===== config.mk =====
export PLATFORM = sky130hd
export DESIGN_NAME = fetch_unit
export DESIGN_NICKNAME = d
export VERILOG_FILES = /design/src/rtl/fetch_unit.sv
export SDC_FILE = /design/constraint.sdc
export NUM_CORES = 1
export LEC_CHECK = 0
export CAP_MARGIN = 15
export CORE_AREA = 2 2 151 153
export DETAILED_ROUTE_END_ITERATION = 12
export DIE_AREA = 0 0 153 155
export GPL_ROUTABILITY_DRIVEN = 0
export PLACE_DENSITY_LB_ADDON = 0.12
export SLEW_MARGIN = 20
export SYNTH_ARGS = -nofsm -noshare
export SYNTH_HDL_FRONTEND = slang
export SYNTH_SLANG_ARGS = --single-unit

===== constraint.sdc =====
create_clock -name clk -period 2.4 [get_ports clk]
set_input_delay 0.72 -clock clk [delete_from_list [all_inputs] [get_ports clk]]
set_output_delay 0.72 -clock clk [all_outputs]
set_load 0.05 [all_outputs]

===== src/rtl/fetch_unit.sv =====
// Instruction fetch stage: one outstanding imem request, a skid register for a stalled decode, and redirects.
// Optional FETCH_SUPERVISOR_EN: fetch_pc[31] becomes a supervisor bit that is never sent to memory.
module fetch_unit (
  input  logic        clk,
  input  logic        rst,
  input  logic        stall,
  input  logic [2:0]  pc_sel,
  input  logic [31:0] br_addr,
  input  logic [31:0] j_addr,
  output logic        imem_req,
  output logic [31:0] imem_addr,
  input  logic        imem_ack,
  input  logic [31:0] imem_rdata,
  output logic [31:0] pc,
  output logic [31:0] ir,
  output logic        ir_valid
);
  localparam logic [31:0] NOP       = 32'h83FF_F800;
  localparam logic [31:0] RESET_VEC = 32'h8000_0000;
  localparam logic [31:0] ILLOP     = 32'h8000_0004;
  localparam logic [31:0] XADR      = 32'h8000_0008;

  typedef enum logic [1:0] {S_FETCH, S_DISCARD, S_HOLD} state_e;

  state_e      state_q;
  logic [31:0] fetch_pc_q, old_addr_q, ir_q, pc_q, skid_ir_q, skid_pc_q;
  logic        ir_valid_q;
  logic        redirect;
  logic [31:0] target_d, seq_pc_d, fetch_addr;

`ifdef FETCH_SUPERVISOR_EN
  assign seq_pc_d   = {fetch_pc_q[31], fetch_pc_q[30:0] + 31'd4};
  assign fetch_addr = {1'b0, fetch_pc_q[30:2], 2'b00};
`else
  assign seq_pc_d   = fetch_pc_q + 32'd4;
  assign fetch_addr = {fetch_pc_q[31:2], 2'b00};
`endif

  always_comb begin
    redirect = 1'b1;
    target_d = fetch_pc_q;
    case (pc_sel)
`ifdef FETCH_SUPERVISOR_EN
      3'd1:    target_d = {fetch_pc_q[31], br_addr[30:0]};
      3'd2:    target_d = {fetch_pc_q[31] & j_addr[31], j_addr[30:0]};
`else
      3'd1:    target_d = br_addr;
      3'd2:    target_d = j_addr;
`endif
      3'd3:    target_d = ILLOP;
      3'd4:    target_d = XADR;
      default: redirect = 1'b0;
    endcase
  end

  // DISCARD keeps presenting the abandoned address until its response arrives.
  assign imem_req  = (state_q != S_HOLD);
  assign imem_addr = (state_q == S_DISCARD) ? old_addr_q : fetch_addr;
  assign ir        = ir_q;
  assign pc        = pc_q;
  assign ir_valid  = ir_valid_q;

  always_ff @(posedge clk) begin
    if (rst) begin
      state_q    <= S_FETCH;
      fetch_pc_q <= RESET_VEC;
      old_addr_q <= RESET_VEC;
      ir_q       <= NOP;
      pc_q       <= RESET_VEC;
      ir_valid_q <= 1'b0;
      skid_ir_q  <= NOP;
      skid_pc_q  <= RESET_VEC;
    end else if (redirect) begin
      fetch_pc_q <= target_d;
      ir_q       <= NOP;
      ir_valid_q <= 1'b0;
      skid_ir_q  <= NOP;
      if (state_q == S_FETCH) old_addr_q <= fetch_addr;
      state_q <= (state_q != S_HOLD && !imem_ack) ? S_DISCARD : S_FETCH;
    end else begin
      case (state_q)
        S_FETCH: begin
          if (imem_ack) begin
            fetch_pc_q <= seq_pc_d;
            if (stall) begin
              skid_ir_q <= imem_rdata;
              skid_pc_q <= seq_pc_d;
              state_q   <= S_HOLD;
            end else begin
              ir_q       <= imem_rdata;
              pc_q       <= seq_pc_d;
              ir_valid_q <= 1'b1;
            end
          end else if (!stall) begin
            ir_q       <= NOP;
            ir_valid_q <= 1'b0;
          end
        end
        S_HOLD: begin
          if (!stall) begin
            ir_q       <= skid_ir_q;
            pc_q       <= skid_pc_q;
            ir_valid_q <= 1'b1;
            state_q    <= S_FETCH;
          end
        end
        S_DISCARD: begin
          if (!stall) begin
            ir_q       <= NOP;
            ir_valid_q <= 1'b0;
          end
          if (imem_ack) state_q <= S_FETCH;
        end
        default: state_q <= S_FETCH;
      endcase
    end
  end
endmodule


==> metrics.md <==
| Metric | Value |
|---|---|
| Outcome | `complete, but fails checks` |
| Failing checks | `setup timing` |
| Detailed-route wire length per cell | `16.8 µm` |
| Crit-path cells | `inv_4 -> ha_4 -> buf_12 -> buf_16 -> mux2_4 -> buf_12` |
| Final Hold Viols | `0` |
| Netlist cell types | `66` |
| Worst-path clk slew | `0.07 ns` |
| Buf/Inv on CP | `4` |
| Reg2Reg Depth | `8` |
| Final ANT Viol Nets | `0` |
| Synth area leaders | `dfxtp_1 (40%), nand2_1 (8.8%), a21oi_1 (7.4%), nor2_1 (3.6%), o21ai_0 (3.3%)` |
| Clk Latency, worst-skew pair | `0.44 ns` |
| Vias per cell | `5.41` |
| Maximum vdd drop | `372 µV` |
| Largest net degree at the start of global routing | `78` |
| CP max-delay cell | `dfxtp_4` |
| Num ports | `201` |
| GRT overflow | `0` |
| Vias in the first global route | `8,626` |
| Layout cells sized above 1 | `16.4%` |
| Cell taking the most area after synthesis | `dfxtp_1` |
| Cell family with most CP delay | `buffers and inverters` |
| Seq/Total Area, Yosys | `39.5%` |
| Endpoints failing setup | `27` |
| # Max-Cap Violations | `0` |
| Mapped Cells | `1,229` |
| Top FF cell, synth | `dfxtp_1` |
| Die H | `155 µm` |
| DR WL met3 | `1750 µm` |
| H-Tree Depth | `4` |
| Slew Viols, Final | `0` |
| CTS max path bufs | `2` |
| Detailed Route WL | `29,100 µm` |
| Initial antenna violation count | `0` |
| Reg2Reg Capture Point | `pc[17]$_SDFFE_PP0P_` |
| Yosys warning count | `0` |
| Setup Skew | `0.0133 ns` |
| DP HPWL | `20,100 µm` |
| Drt pass-1 iters | `5` |
| Async set-reset flop share out of synthesis | `0%` |
| Fin Hold WS | `0.453 ns` |
| DRC | `0` |
| Buffers on Ports | `198` |
| First-pass GRT wire length | `46,300 µm` |
| Die W | `153 µm` |
| Lkg Pwr | `0.00510 µW` |
| RSZ-0062 raised after global routing | `true` |
| R2R setup slack | `0.22 ns` |
| CTS tree | `yes` |
| DRT iter0 DRCs | `638` |
| Root buf cell | `clkbuf_16` |
| Worst Tran Pin Value | `0.538 ns` |
| Final net count | `1,543` |
| Area share of the largest cell type after synthesis | `39.5%` |
| Fin crit share | `105%` |
| Met1 wire length | `13,700 µm` |
| Top Layer Used | `met4` |
| Worst path max stage delay | `0.35 ns` |
| Setup CP Type | `reg2out` |
| Full die area | `0.0237 mm²` |
| Rel. slew slack | `64.0%` |
| N_diodes | `0` |
| CTS Sinks | `193` |
| Reg2reg start | `state_q[1]$_SDFFE_PP0P_` |
| CP startpoint kind | `flip-flop` |
| Critical path fanouts, max | `9` |
| Worst setup margin | `-0.115 ns` |
| Critical path depth | `6` |
| Routed length on met2 | `13,100 µm` |
| Synthesized area per cell | `7.95 µm²` |
| Fmax | `398 MHz` |
| Critical Path End | `imem_addr[2]` |
| Crit. End Element | `output pin` |
| Fin crit period | `2.52 ns` |
| PwrDens | `631 mW/mm²` |
| Syn-to-layout area delta | `38.1%` |
| Worst hold path type | `reg2reg` |
| Crit path DAT | `1.80 ns` |
| Cell mode on critical path | `buf_12` |
| Vias | `9,380` |
| Core area | `0.0222 mm²` |
| Critical Path Start | `state_q[1]$_SDFFE_PP0P_` |
| Starting Density | `44.0%` |
| Mapped Area | `0.00977 mm²` |
| FP Rows | `55` |
| GR Util All Layers | `23.9%` |
| Synth Register Bits | `193` |
| Setup WS pre-CTS | `-0.277 ns` |
| Req. time, crit path | `1.68 ns` |
| Number of flops mapped to enable cells by yosys | `0` |
| Cts bufs inserted | `17` |
[sequential cells by signal (all words and copies together), names as in the netlist, named ones only]
name	flops
fetch_pc_q	32
ir	32
pc	32
skid_ir_q	32
skid_pc_q	32
old_addr_q	30
state_q	2
[repair_timing]
item                                    4_1_cts  5_1_grt
cloned                                        3        1
hold buffers                                  0        0
endpoints found under the setup margin       30       30
buffers inserted                              5        3
gates resized for setup                      41        4
[worst reg2reg max path: cells and delay by family (launching register included)]
kind | cells | cell delay [ns]
AOI/OAI and AO/OA | 3 | 0.60
buffers and inverters | 3 | 0.43
muxes | 1 | 0.40
DFF | 1 | 0.35
adders and majority gates | 1 | 0.32
[kinds of logic after synthesis]
logic type	after synthesis	synth area share [%]
AOI/OAI and AO/OA	319	19.2
xor gates and xnor gates	51	4.57
adders and majority gates	6	0.743
buffers and inverters	123	7.25
DFF	193	39.5
muxes	31	3.53
other	1	0.0384
and+or+nand+nor	505	25.1
[metal layers]
layer,vias up,global-route usage [%]
met5,-,0
met4,0,6.48
met3,37,4.09
met2,313,37.8
met1,4378,33.9
li1,4652,-
[synth_stat cells (4+ instances only)]
master	number
clkbuf_1	70
a21oi_1	144
a31o_2	7
mux2_2	28
nand4_1	14
dfxtp_1	193
and2_1	4
and3_1	18
a22oi_1	20
o211ai_1	6
nand2b_1	31
nand2_1	228
o22ai_1	28
buf_2	13
xor2_1	26
buf_6	4
or3_1	4
nor3_1	18
ha_1	5
a31oi_1	7
clkbuf_8	16
o21ai_0	64
buf_1	5
nor4_1	5
a211oi_1	22
xnor2_1	25
nor2b_1	30
nand3_1	34
nor4_4	4
inv_1	7
nor2_1	94
[layout by cell type (no fill, tap or decap), types with 20 or more instances in the layout]
cell and instances:
a211oi_1 22, a21oi_1 144, a22oi_1 20, buf_12 43, buf_4 89, clkdlybuf4s50_1 163, dfxtp_1 191, mux2_4 27
nand2_1 227, nand2b_1 31, nand3_1 34, nor2_1 93, nor2b_1 30, o21ai_0 61, o22ai_1 28, xnor2_1 25
xor2_1 26
[worst min-delay path by stage]
| stage | from | end | slack, ns | cells after the start |
|---|---|---|---|---|
| after floorplan | skid_pc_q[11]$_SDFFE_PP0P_ | skid_pc_q[11]$_SDFFE_PP0P_ | 0.43 | 2 |
| after global placement | skid_pc_q[11]$_SDFFE_PP0P_ | skid_pc_q[11]$_SDFFE_PP0P_ | 0.44 | 2 |
| after detailed placement | skid_pc_q[11]$_SDFFE_PP0P_ | skid_pc_q[11]$_SDFFE_PP0P_ | 0.44 | 2 |
| after CTS | skid_pc_q[11]$_SDFFE_PP0P_ | skid_pc_q[11]$_SDFFE_PP0P_ | 0.45 | 2 |
| after global routing | pc[11]$_SDFFE_PP0P_ | pc[11]$_SDFFE_PP0P_ | 0.48 | 2 |
| final | skid_pc_q[11]$_SDFFE_PP0P_ | skid_pc_q[11]$_SDFFE_PP0P_ | 0.45 | 2 |
[where the power goes]
group          internal [µW]  leakage [µW]  switching [µW]
sequential              3350       0.00157             122
clock                   1680      0.000305            1350
combinational            894       0.00322            1110
[per-stage QoR]
stage	total power [µW]	instance area [µm²]	utilization, %	cells	TNS [ns]
2_1_floorplan	4640	9780	-	1230	-0.0888
3_3_place_gp	5420	12500	56.4	1690	-11.22
3_5_place_dp	5440	12500	56.4	1690	-13.70
4_1_cts	8540	13500	60.5	1730	-2.28
5_1_grt	8840	13500	60.7	1733	-3.28
6_report	8510	13500	60.7	1733	-2.62
[cell type report]
class / instances / area [µm²]
clock buffers: 18 / 429
clock inverters: 14 / 199
fillers: 2006 / 8730
inverters: 9 / 36.3
multi-input cells: 914 / 5350
flip-flops and latches: 193 / 3870
well taps: 285 / 357
repair buffers: 300 / 3260
No activity file was read; power rests on OpenSTA's default activity.
